$ cat config.mk
export PLATFORM = sky130hd
export DESIGN_NAME = mbox_ebox_resp
export DESIGN_NICKNAME = d
export VERILOG_FILES = /design/src/rtl/mbox_ebox_resp.sv
export SDC_FILE = /design/constraint.sdc
export NUM_CORES = 1
export LEC_CHECK = 0
export CAP_MARGIN = 20
export CORE_ASPECT_RATIO = 1.25
export CORE_MARGIN = 1.5
export CORE_UTILIZATION = 40
export CTS_BUF_LIST = sky130_fd_sc_hd__clkbuf_4
export DETAILED_ROUTE_END_ITERATION = 8
export HOLD_SLACK_MARGIN = 0.03
export PLACE_DENSITY = 0.62
export RECOVER_POWER = 25
export SYNTH_ARGS = -nofsm -noshare
export SYNTH_HDL_FRONTEND = slang
export SYNTH_SLANG_ARGS = --single-unit
$ cat constraint.sdc
create_clock -name clk -period 8.3 [get_ports clk]
set_input_delay 1.66 -clock clk [delete_from_list [all_inputs] [get_ports clk]]
set_output_delay 1.66 -clock clk [all_outputs]
set_load 0.02 [all_outputs]
$ cat src/rtl/mbox_ebox_resp.sv
// ============================================================================
// Module  : mbox_ebox_resp
// Purpose : MBOX responder for EBOX word references with a direct-mapped,
//           write-through word cache and a req/ack memory port with NXM timeout.
// Revision: 1.0 - initial release
// ============================================================================
`default_nettype none

module mbox_ebox_resp #(
    parameter int LINES       = 16,
    parameter int NXM_TIMEOUT = 63
) (
    input  logic        clk,
    input  logic        CROBAR_N,
    input  logic        EBOX_REQ,
    input  logic [13:35] EBOX_VMA,
    input  logic        eboxRead,
    input  logic        eboxWrite,
    input  logic [0:35] cacheDataWrite,
    output logic [0:35] cacheDataRead,
    output logic        mboxRespIn,
    output logic        cshEBOXT0,
    output logic        cshEBOXRetry,
    output logic        nxmErr,
    input  logic        nxmClr,
    output logic        memReq,
    output logic        memWrite,
    output logic [13:35] memAdr,
    output logic [0:35] memDataOut,
    input  logic [0:35] memDataIn,
    input  logic        memAck
);

    localparam int IDX_W = $clog2(LINES);
    localparam int TAG_W = 23 - IDX_W;
    localparam int CNT_W = $clog2(NXM_TIMEOUT + 1);
    localparam logic [CNT_W-1:0] C_CNT_LAST = CNT_W'(NXM_TIMEOUT - 1);

    typedef enum logic [1:0] {
        ST_IDLE   = 2'd0,
        ST_LOOKUP = 2'd1,
        ST_MEM    = 2'd2,
        ST_RESP   = 2'd3
    } state_t;

    state_t             r_state;
    logic [22:0]        r_adr;
    logic [35:0]        r_wdata;
    logic               r_isWrite;
    logic [CNT_W-1:0]   r_cnt;

    logic [35:0]        r_lineData [LINES];
    logic [TAG_W-1:0]   r_lineTag  [LINES];
    logic [LINES-1:0]   r_valid;

    logic [35:0]        r_rdata;
    logic               r_resp;
    logic               r_t0;
    logic               r_retry;
    logic               r_nxm;
    logic               r_memReq;
    logic               r_memWrite;
    logic [22:0]        r_memAdr;
    logic [35:0]        r_memData;

    logic [IDX_W-1:0]   w_idx;
    logic [TAG_W-1:0]   w_tag;
    logic               w_hit;
    logic               w_validOp;
    logic               w_timeout;

    assign w_idx     = r_adr[IDX_W-1:0];
    assign w_tag     = r_adr[22:IDX_W];
    assign w_hit     = r_valid[w_idx] && (r_lineTag[w_idx] == w_tag);
    assign w_validOp = eboxRead ^ eboxWrite;
    // An ack on the timeout edge wins, so the abort only fires without one.
    assign w_timeout = (r_state == ST_MEM) && !memAck && (r_cnt == C_CNT_LAST);

    always_ff @(posedge clk) begin
        if (!CROBAR_N) begin
            r_state    <= ST_IDLE;
            r_adr      <= '0;
            r_wdata    <= '0;
            r_isWrite  <= 1'b0;
            r_cnt      <= '0;
            r_valid    <= '0;
            r_rdata    <= '0;
            r_resp     <= 1'b0;
            r_t0       <= 1'b0;
            r_retry    <= 1'b0;
            r_nxm      <= 1'b0;
            r_memReq   <= 1'b0;
            r_memWrite <= 1'b0;
            r_memAdr   <= '0;
            r_memData  <= '0;
        end else begin
            r_t0    <= 1'b0;
            r_resp  <= 1'b0;
            r_retry <= EBOX_REQ && ((r_state != ST_IDLE) || !w_validOp);

            if (w_timeout)
                r_nxm <= 1'b1;
            else if (nxmClr)
                r_nxm <= 1'b0;

            case (r_state)
                ST_IDLE: begin
                    if (EBOX_REQ && w_validOp) begin
                        r_adr     <= EBOX_VMA;
                        r_wdata   <= cacheDataWrite;
                        r_isWrite <= eboxWrite;
                        r_t0      <= 1'b1;
                        r_state   <= ST_LOOKUP;
                    end
                end
                ST_LOOKUP: begin
                    if (!r_isWrite && w_hit) begin
                        r_rdata <= r_lineData[w_idx];
                        r_resp  <= 1'b1;
                        r_state <= ST_RESP;
                    end else begin
                        r_memReq   <= 1'b1;
                        r_memWrite <= r_isWrite;
                        r_memAdr   <= r_adr;
                        r_memData  <= r_wdata;
                        r_cnt      <= '0;
                        r_state    <= ST_MEM;
                    end
                end
                ST_MEM: begin
                    if (memAck) begin
                        r_lineData[w_idx] <= r_isWrite ? r_wdata : memDataIn;
                        r_lineTag[w_idx]  <= w_tag;
                        r_valid[w_idx]    <= 1'b1;
                        if (!r_isWrite)
                            r_rdata <= memDataIn;
                        r_memReq <= 1'b0;
                        r_resp   <= 1'b1;
                        r_cnt    <= '0;
                        r_state  <= ST_RESP;
                    end else if (w_timeout) begin
                        if (!r_isWrite)
                            r_rdata <= '0;
                        r_memReq <= 1'b0;
                        r_resp   <= 1'b1;
                        r_cnt    <= '0;
                        r_state  <= ST_RESP;
                    end else begin
                        r_cnt <= r_cnt + 1'b1;
                    end
                end
                ST_RESP: begin
                    r_state <= ST_IDLE;
                end
                default: r_state <= ST_IDLE;
            endcase
        end
    end

    assign cacheDataRead = r_rdata;
    assign mboxRespIn    = r_resp;
    assign cshEBOXT0     = r_t0;
    assign cshEBOXRetry  = r_retry;
    assign nxmErr        = r_nxm;
    assign memReq        = r_memReq;
    assign memWrite      = r_memWrite;
    assign memAdr        = r_memAdr;
    assign memDataOut    = r_memData;

endmodule

`default_nettype wire

Yosys cells after proc, flatten, opt, wreduce, memory -nomap -nowiden
Memory sizes are Yosys's and may differ from the RTL's. A register that Yosys moved wholly into a read port is not among the register bits.
Index checks and enable logic that the tools add are counted.
{ "classes": {"bitwise_logic": 3, "eq_ne": 10, "addsub": 1, "magnitude_cmp": 2, "muxes": 39, "n_reduce_logical": 23} }
{ "ops": {"columns": ["cell", "n"], "rows": [
  ["$mux 36", 6],
  ["$pmux 36 s2", 1],
  ["$eq 19x19->1", 1],
  ["$mux 6", 3],
  ["$mux 1", 16],
  ["$mux 4", 4],
  ["$or 16x16->16", 1],
  ["$pmux 6 s2", 1],
  ["$reduce_and 2->1", 6],
  ["$ne 2x2->1 const B", 4],
  ["$pmux 2 s4", 1],
  ["$logic_and 1x1->1", 7],
  ["$add 6x1->6 const B", 1],
  ["$eq 6x6->1 const B", 1],
  ["$mux 2", 3],
  ["$reduce_bool 2->1", 3],
  ["$lt 4x5->1 const B", 1],
  ["$bmux 1 s4", 1],
  ["$demux 1 s4", 1],
  ["$eq 2x2->1 const B", 2],
  ["$ge 4x1->1 const B", 1],
  ["$pmux 1 s2", 2],
  ["$reduce_and 4->1", 1],
  ["$logic_not 1->1", 3],
  ["other kinds (7)", 7]
]} }
{ "totals": {"inputBits": 102, "ramBits": 880, "out_inout_bits": 101, "memories": 2, "elab_cells": 95, "ff_bits": 185} }
{ "mem_list": {"columns": ["memory", "depth", "width", "read_ports", "rd_clocked_by_memory_dff", "wr", "line", "text"], "rows": [
  ["r_lineData", 16, 36, 1, 1, 1, "52", "logic [35:0] r_lineData [LINES];"],
  ["r_lineTag", 16, 19, 1, 1, 1, "53", "logic [TAG_W-1:0] r_lineTag [LINES];"]
]} }

Logic depth before layout (Yosys ltp)
Gate-level depths: netlist (run 1).
{ "logic_depth": {"ltp_word": 6, "depth_mapped": 16, "mapped_depth_nobuf": 9} }

Worst setup path before layout (run 1)
Ideal clock, no wire load.
{ "synth_path": {"path_type": "input to register", "from": "in memAck", "to": "mem r_lineData[12][0], enable pin", "arrival_ns": 6.066, "n_path_buf": 1, "path_stages": 4, "setup_time_ns": 0.538, "path_slack_ns": 1.697, "t_required_ns": 7.762, "path_cell_list": "and2_1 clkbuf_1 nand4_1 nor3_1"} }
{ "synth_between": {"elab_chain_cells": 4} }
{ "synth_lines": {"columns": ["item", "line", "text"], "rows": [
  ["from (decl)", "31", "input logic memAck"],
  ["$mux 1", "131", "if (memAck) begin"],
  ["$mux 1", "106", "case (r_state)"],
  ["$mux 1", "80", "if (!CROBAR_N) begin"],
  ["$mux 1", "132", "r_lineData[w_idx] <= r_isWrite ? r_wdata : memDataIn;"],
  ["to (decl)", "52", null]
]} }
Every way passes these cells.

==> reports/summary.md, run 1 <==
* Routed WL: 103 mm
* Static Leakage: 0.0157 uW
* count of mapped cells out of synthesis: 2193
* Arrival @ worst endpoint: 6.54 ns
* top cell family by delay on the critical path: compound AO/OA/AOI/OAI gates
* synthesized cell area: 41300 um^2
* Root Driver: sky130_fd_sc_hd__clkbuf_4
* critical path start-end classification: flop to flop
* routed via count: 22800
* area occupied by registers: 30200 um^2
* wire length of the first global-routing pass: 152 mm
* Tcrit/Tclk final: 66.7%
* Yosys cell types: 58
* latest clock arrival within the worst-skew pair: 1.15 ns
* remaining antenna violation count: 0
* standard cell core area: 102000 um^2
* area of the multi-input gates: 10500 um^2
* Slew headroom: -115%
* switching power summed over all nets: 3420 uW
* pin count of the biggest net entering global routing: 129
* peak fanout along the critical path: 128
* most used cells in the layout excluding fill and tap cells: sky130_fd_sc_hd__edfxtp_1, sky130_fd_sc_hd__clkbuf_4, sky130_fd_sc_hd__mux4_2, sky130_fd_sc_hd__clkdlybuf4s50_1, sky130_fd_sc_hd__dfxtp_1
* sequential group share of total power: 49.7%
* crit path launch type: flop
* worst clock skew on the final layout: 0.0900 ns
* CP dominant cell by count: sky130_fd_sc_hd__a311oi_1
* Nets: 2694
* delay of the slowest critical-path stage: 0.84 ns
* async set-or-reset flop fraction in the synthesized netlist: 0%
* Placed Instance Area: 44900 um^2
* die area: 105000 um^2
* worst endpoint required time: 9.31 ns
* sum of net half-perimeters after detailed placement: 59.2 mm
* H-tree depth: 5
* quantity of gates resized following cts: 0
* number of I/O pins: 203
* count of flip-flops with a built-in enable after synthesis: 880
* share of power burned in combinational logic: 16.3%
* clock buffer count from CTS: 281
* number of optimization iterations in the first detailed-route pass: 5
* Synth-to-Final Area Change: 16.5%
* Worst setup EP type: flop
* deepest clock path buffer count: 4
* cell with the largest stage delay on the worst path: sky130_fd_sc_hd__buf_4
* starting density of the core: 40.4%
* minimum clock period after layout: 5.53 ns
* CP bufs+invs: 2
* highest clock rate: 181 MHz
* unrepaired setup endpoints after global routing: false
* Overall Global Routing Usage: 19.6%
* horizontal extent of the die: 290 um
* count of final setup violators: 0
* failing checks: capacitance limit, slew limit
* Total Neg Setup Slack: 0 ns
* peak ir drop on the vdd network: 225 uV
* clock net sink count: 1069
* post-route cell area: 48100 um^2
* net switching fraction of the power: 27.5%
* cell internal power dissipation: 9040 uW
* clock input transition at the sequential cells of the worst setup and hold paths: 0.07 ns
* power per unit of standard cell area: 259 nW/um^2
* number of placement rows: 131
* global placement routability congestion: 0.807
* yosys warns: 0
* clock power share: 34.0%
* total of flip-flops plus latches after synthesis: 1069
* # fillers: 8610
* TritonCTS clock tree: yes
* Cell Chain, Critical Path: buf_4 -> nor2b_1 -> a221oi_1 -> a311oi_1 -> a211oi_1 -> nand2b_1 -> or4_1 -> o21ai_4 -> buf_12 -> a21oi_1 -> a311oi_1
* post-detailed-route wirelength per cell: 25.1 um
* vias per cell: 5.56
* max-slew violation count: 40
* total grt overflow: 0
* syn nets: 2301
* final core utilization: 47.1%
* worst-margin pin slew: 3.22 ns
* main flop type after synthesis: sky130_fd_sc_hd__edfxtp_1
* via count of the first global-routing pass: 24000
* violation count after the first detailed-route iteration: 1864
* hold bufs inserted after CTS: 0
* result of the run: complete, but fails checks
* Setup Buffers After CTS: 0
* final hold viol count: 0
* count of input and output buffers: 202
* average cell area after synthesis: 18.8 um^2
* Max Cap Violations: 1
* drt drc: 0
* Tightest Hold Check Type: flop to flop
* antenna violations before repair: 3
* most common cell after layout, fill and taps aside: sky130_fd_sc_hd__edfxtp_1
* ratio of cells with drive above 1 in the final layout: 26.8%
* sequential share of the synthesized area: 73.2%
* die span in y: 362 um
## stage by stage
step	power [uW]	worst slack (ns)	hold WS [ns]	cells
after global routing	13000	2.57	0.467	4101
after global placement	8290	2.60	0.428	3633
final	12500	2.77	0.452	4101
after floorplan	7620	1.70	0.421	2193
after CTS	12600	2.82	0.455	4093
after detailed placement	8350	2.59	0.439	3633
## power by group through the flow
stage | combinational [uW] | sequential [uW] | clock, uW
global route | 2180 | 6220 | 4640
finish | 2030 | 6200 | 4240
detailed placement | 2030 | 6310 | 0
floorplan | 1320 | 6310 | 0
CTS | 2040 | 6200 | 4360
global placement | 1990 | 6310 | 0
## synth_stat cells (all sizes together), types with 38 or more instances
cell,instances,share of area [%]
edfxtp,880,64
mux4,248,14
dfxtp,189,9.2
nand2,140,1.3
mux2i,113,2.7
a21oi,107,1.3
nor2,88,0.80
clkbuf,87,0.79
buf,53,0.82
a22oi,44,0.80
a311oi,38,0.81
mux2,38,1.0
## layout make-up
type	count	area share, %
diodes	8	0.0416
inverters	13	0.114
repair buffers	250	5.00
clock inverters	70	0.617
clock buffers	390	6.09
well taps	1330	3.46
multi-input cells	971	21.8
flip-flops and latches	1069	62.9
## registers in the layout (all words and copies together) (netlist names), 2 cells and up, named ones only
register,flops
cacheDataRead,36
r_valid,16
r_adr,23
memAdr,23
r_lineData,576
r_lineTag,304
r_wdata,36
r_state,2
r_cnt,6
memDataOut,36
## routing by layer
layer / part of all wire, % / vias up / global-route usage [%] / wire (um)
met4: 1.9 / 0 / 6.37 / 1930
li1: - / 9839 / - / -
met3: 7.0 / 165 / 5.04 / 7160
met2: 50 / 947 / 32.4 / 51300
met5: 0 / - / 0 / 0
met1: 41 / 11900 / 25.3 / 42300
## path summary, 6_finish.rpt
| kind | startpoint | end | slack [ns] | depth (start not counted) |
|---|---|---|---|---|
| hold / removal | r_valid[10] | r_valid[10] | 0.45 | 1 |
| setup / recovery | flop | cacheDataRead[15] | 2.77 | 11 |
| setup reg to reg | flop | cacheDataRead[15] | 2.77 | 11 |
| hold reg to reg | r_valid[10] | r_valid[10] | 0.45 | 1 |
## logic make-up (layout without fill, tap and decap cells)
kind of cell,count (synthesis),in the layout,synth area share [%]
other,0,8,0
multiplexers,399,399,17.3
buffers and inverters,153,723,1.73
AO/OA/AOI/OAI,249,249,4.04
XOR/XNOR,14,14,0.297
flip-flops,1069,1069,73.2
adder cells (fa/ha/maj),6,6,0.182
AND/OR/NAND/NOR,303,303,3.25
## worst register-to-register path, stage by stage (launching register included)
cell	delay [ns]
sky130_fd_sc_hd__dfxtp_4	0.77
sky130_fd_sc_hd__buf_4	0.90
sky130_fd_sc_hd__nor2b_1	0.63
sky130_fd_sc_hd__a221oi_1	0.19
sky130_fd_sc_hd__a311oi_1	0.30
sky130_fd_sc_hd__a211oi_1	0.20
sky130_fd_sc_hd__nand2b_1	0.18
sky130_fd_sc_hd__or4_1	0.54
sky130_fd_sc_hd__o21ai_4	0.40
sky130_fd_sc_hd__buf_12	0.37
sky130_fd_sc_hd__a21oi_1	0.65
sky130_fd_sc_hd__a311oi_1	0.30
No activity file was read; power rests on OpenSTA's default activity.
==> run 2: changes to the inputs <==
Settings changed: PLACE_DENSITY 0.62 to 0.64.
Clock period 8.3 ns to 4.74 ns, I/O delays scaled along.
==> run 2 against run 1 <==
Effect of this change:
- the flow still finishes with violations (capacitance limit, slew limit)
- hold slack got worse by 0.050 ns
- final cell count is 0.88% higher
- sequential power is 76% higher
- maximum frequency is 30% higher
- combinational power up 74%
- global-route usage is 0.36 points higher
- clock-buffer cell count up 31
- register-to-register slack worse by 2.3 ns
==> reports/summary.md, run 2 (same netlist as run 1, synthesis figures left out) <==
* antenna violations before repair: 2, was 3
* result of the run: complete, but fails checks, unchanged
* violation count after the first detailed-route iteration: 2025, was 1864
* cells on worst reg2reg path: 12, was 11
* capture instance of the worst register-to-register path: cacheDataRead[24], was cacheDataRead[15]
* most used cells in the layout excluding fill and tap cells: sky130_fd_sc_hd__edfxtp_1, sky130_fd_sc_hd__clkbuf_4, sky130_fd_sc_hd__mux4_2, sky130_fd_sc_hd__clkdlybuf4s50_1, sky130_fd_sc_hd__dfxtp_1, unchanged
* power per unit of standard cell area: 454 nW/um^2, was 259 nW/um^2
* latest clock arrival within the worst-skew pair: 1.12 ns, was 1.15 ns
* drt drc: 0, unchanged
* global placement routability congestion: 0.818, was 0.807
* failing checks: capacitance limit, slew limit, unchanged
* clock buffer count from CTS: 286, was 281
* number of placement rows: 131, unchanged
* most common cell after layout, fill and taps aside: sky130_fd_sc_hd__edfxtp_1, unchanged
* CP bufs+invs: 3, was 2
* worst min-delay path endpoint: r_adr[16], was r_valid[10]
* r2r setup slk: 0.48 ns, was 2.77 ns
* routed via count: 23000, was 22800
* delay of the slowest critical-path stage: 0.82 ns, was 0.84 ns
* Overall Global Routing Usage: 19.9%, was 19.6%
* Final Worst Setup Slack: 0.484 ns, was 2.77 ns
* horizontal extent of the die: 290 um, unchanged
* ratio of cells with drive above 1 in the final layout: 29.0%, was 26.8%
* worst endpoint required time: 5.69 ns, was 9.31 ns
* Nets: 2734, was 2694
* max-slew violation count: 40, unchanged
* hold bufs inserted after CTS: 0, unchanged
* highest clock rate: 235 MHz, was 181 MHz
* sum of net half-perimeters after detailed placement: 60.5 mm, was 59.2 mm
* final hold viol count: 0, unchanged
* Tcrit/Tclk final: 89.8%, was 66.7%
* number of optimization iterations in the first detailed-route pass: 5, unchanged
* starting density of the core: 40.4%, unchanged
* standard cell core area: 102000 um^2, unchanged
* wire length of the first global-routing pass: 155 mm, was 152 mm
* Arrival @ worst endpoint: 5.21 ns, was 6.54 ns
* pin count of the biggest net entering global routing: 112, was 129
* total grt overflow: 0, unchanged
* number of flip-flops under the largest register name: 576, unchanged
* peak fanout along the critical path: 44, was 128
* via count of the first global-routing pass: 24300, was 24000
* beginning of the worst hold path: EBOX_VMA[19], was r_valid[10]
* post-detailed-route wirelength per cell: 25.3 um, was 25.1 um
* Cell Chain, Critical Path: buf_4 -> mux2i_1 -> a22o_1 -> o21a_1 -> o31a_1 -> or4_1 -> or4_1 -> o21ai_4 -> buf_12 -> buf_12 -> a21oi_1 -> a311oi_1, was buf_4 -> nor2b_1 -> a221oi_1 -> a311oi_1 -> a211oi_1 -> nand2b_1 -> or4_1 -> o21ai_4 -> buf_12 -> a21oi_1 -> a311oi_1
* number of I/O pins: 203, unchanged
* cell with the largest stage delay on the worst path: sky130_fd_sc_hd__dfxtp_4, was sky130_fd_sc_hd__buf_4
* Max Cap Violations: 1, unchanged
* unrepaired setup endpoints after global routing: false, unchanged
* Slew headroom: -120%, was -115%
* biggest regs: r_lineData x576, r_lineTag x304, unchanged
* area occupied by registers: 30200 um^2, unchanged
* deepest clock path buffer count: 4, unchanged
* critical path start-end classification: flop to flop, unchanged
* Hold Path Depth: 3, was 1
* Tightest Hold Check Type: primary input to flop, was flop to flop
* count of final setup violators: 0, unchanged
* quantity of gates resized following cts: 0, unchanged
* Root Driver: sky130_fd_sc_hd__clkbuf_4, unchanged
* Worst Setup Slack post-DPL: 0.563 ns, was 2.59 ns
* largest register by flop count: r_lineData, unchanged
* Total Neg Setup Slack: 0 ns, unchanged
* Worst setup EP type: flop, unchanged
* die span in y: 362 um, unchanged
* Routed WL: 104 mm, was 103 mm
* top cell family by delay on the critical path: compound AO/OA/AOI/OAI gates, unchanged
* die area: 105000 um^2, unchanged
* worst clock skew on the final layout: 0.110 ns, was 0.0900 ns
* minimum clock period after layout: 4.26 ns, was 5.53 ns
* H-tree depth: 5, unchanged
* Synth-to-Final Area Change: 18.4%, was 16.5%
* worst-margin pin slew: 3.30 ns, was 3.22 ns
* clock net sink count: 1069, unchanged
* area of the multi-input gates: 10500 um^2, about the same
* # fillers: 8549, was 8610
* remaining antenna violation count: 0, unchanged
* peak ir drop on the vdd network: 349 uV, was 225 uV
* Setup Buffers After CTS: 0, unchanged
* count of input and output buffers: 202, unchanged
* crit path launch type: flop, unchanged
* vias per cell: 5.57, was 5.56
* clock input transition at the sequential cells of the worst setup and hold paths: 0.07 ns, about the same
* TritonCTS clock tree: yes, unchanged
* Static Leakage: 0.0161 uW, was 0.0157 uW
run 2: final cells by class:
cell class                      instances  area share [%]
Antenna cell                            1         0.00512
Multi-Input combinational cell        971            21.5
Tap cell                             1330            3.41
Clock buffer                          421            6.47
Clock inverter                         47           0.543
Timing Repair Buffer                  285            6.08
Inverter                               13           0.113
Sequential cell                      1069            61.9
run 2: through the flow:
stage / total power [uW] / cells / hold slack (ns) / utilization [%] / cell area (um^2)
after floorplan: 13300 / 2193 / 0.421 / - / 41300
after global placement: 14500 / 3668 / 0.428 / 44.5 / 45400
after detailed placement: 14600 / 3668 / 0.439 / 44.5 / 45400
after CTS: 22400 / 4136 / 0.248 / 47.9 / 48900
after global routing: 23100 / 4137 / 0.345 / 47.8 / 48900
final: 22200 / 4137 / 0.402 / 47.8 / 48900
run 2: power breakdown:
group / switching, uW / internal (uW) / leakage (uW)
registers: 334 / 10600 / 0.00953
logic: 2040 / 1490 / 0.00448
clock network: 3540 / 4190 / 0.00208
total: 5920 / 16200 / 0.0161
run 2: worst max-delay path by stage:
stage                   endpoint  slack (ns)  depth (start not counted)
2_1_floorplan  r_lineData[15][0]        0.34                          4
6_report       cacheDataRead[24]        0.48                         12
5_1_grt        cacheDataRead[31]        0.17                         11
3_5_place_dp   cacheDataRead[14]        0.56                         12
4_1_cts        cacheDataRead[33]        0.50                         12
3_3_place_gp    cacheDataRead[7]        0.64                         12
run 2: worst reg2reg max path: stages, from the launching register on:
cell and delay, ns:
sky130_fd_sc_hd__dfxtp_4 0.82, sky130_fd_sc_hd__buf_4 0.36, sky130_fd_sc_hd__mux2i_1 0.11, sky130_fd_sc_hd__a22o_1 0.27
sky130_fd_sc_hd__o21a_1 0.21, sky130_fd_sc_hd__o31a_1 0.29, sky130_fd_sc_hd__or4_1 0.47, sky130_fd_sc_hd__or4_1 0.48
sky130_fd_sc_hd__o21ai_4 0.19, sky130_fd_sc_hd__buf_12 0.20, sky130_fd_sc_hd__buf_12 0.30, sky130_fd_sc_hd__a21oi_1 0.12
sky130_fd_sc_hd__a311oi_1 0.29
run 2: metal layers:
metal / track usage, % / vias to the layer above / wire length, um
met5: 0 / - / 0
met4: 6.03 / 0 / 1650
met3: 4.49 / 138 / 7880
met2: 33.2 / 1077 / 52000
met1: 26.1 / 11900 / 42900
li1: - / 9922 / -
==> run 3: changes to the inputs <==
Settings changed: CTS_CLUSTER_SIZE set to 30.
==> results of run 3 <==
Final layout, timing and power as in run 2 (identical DEF).
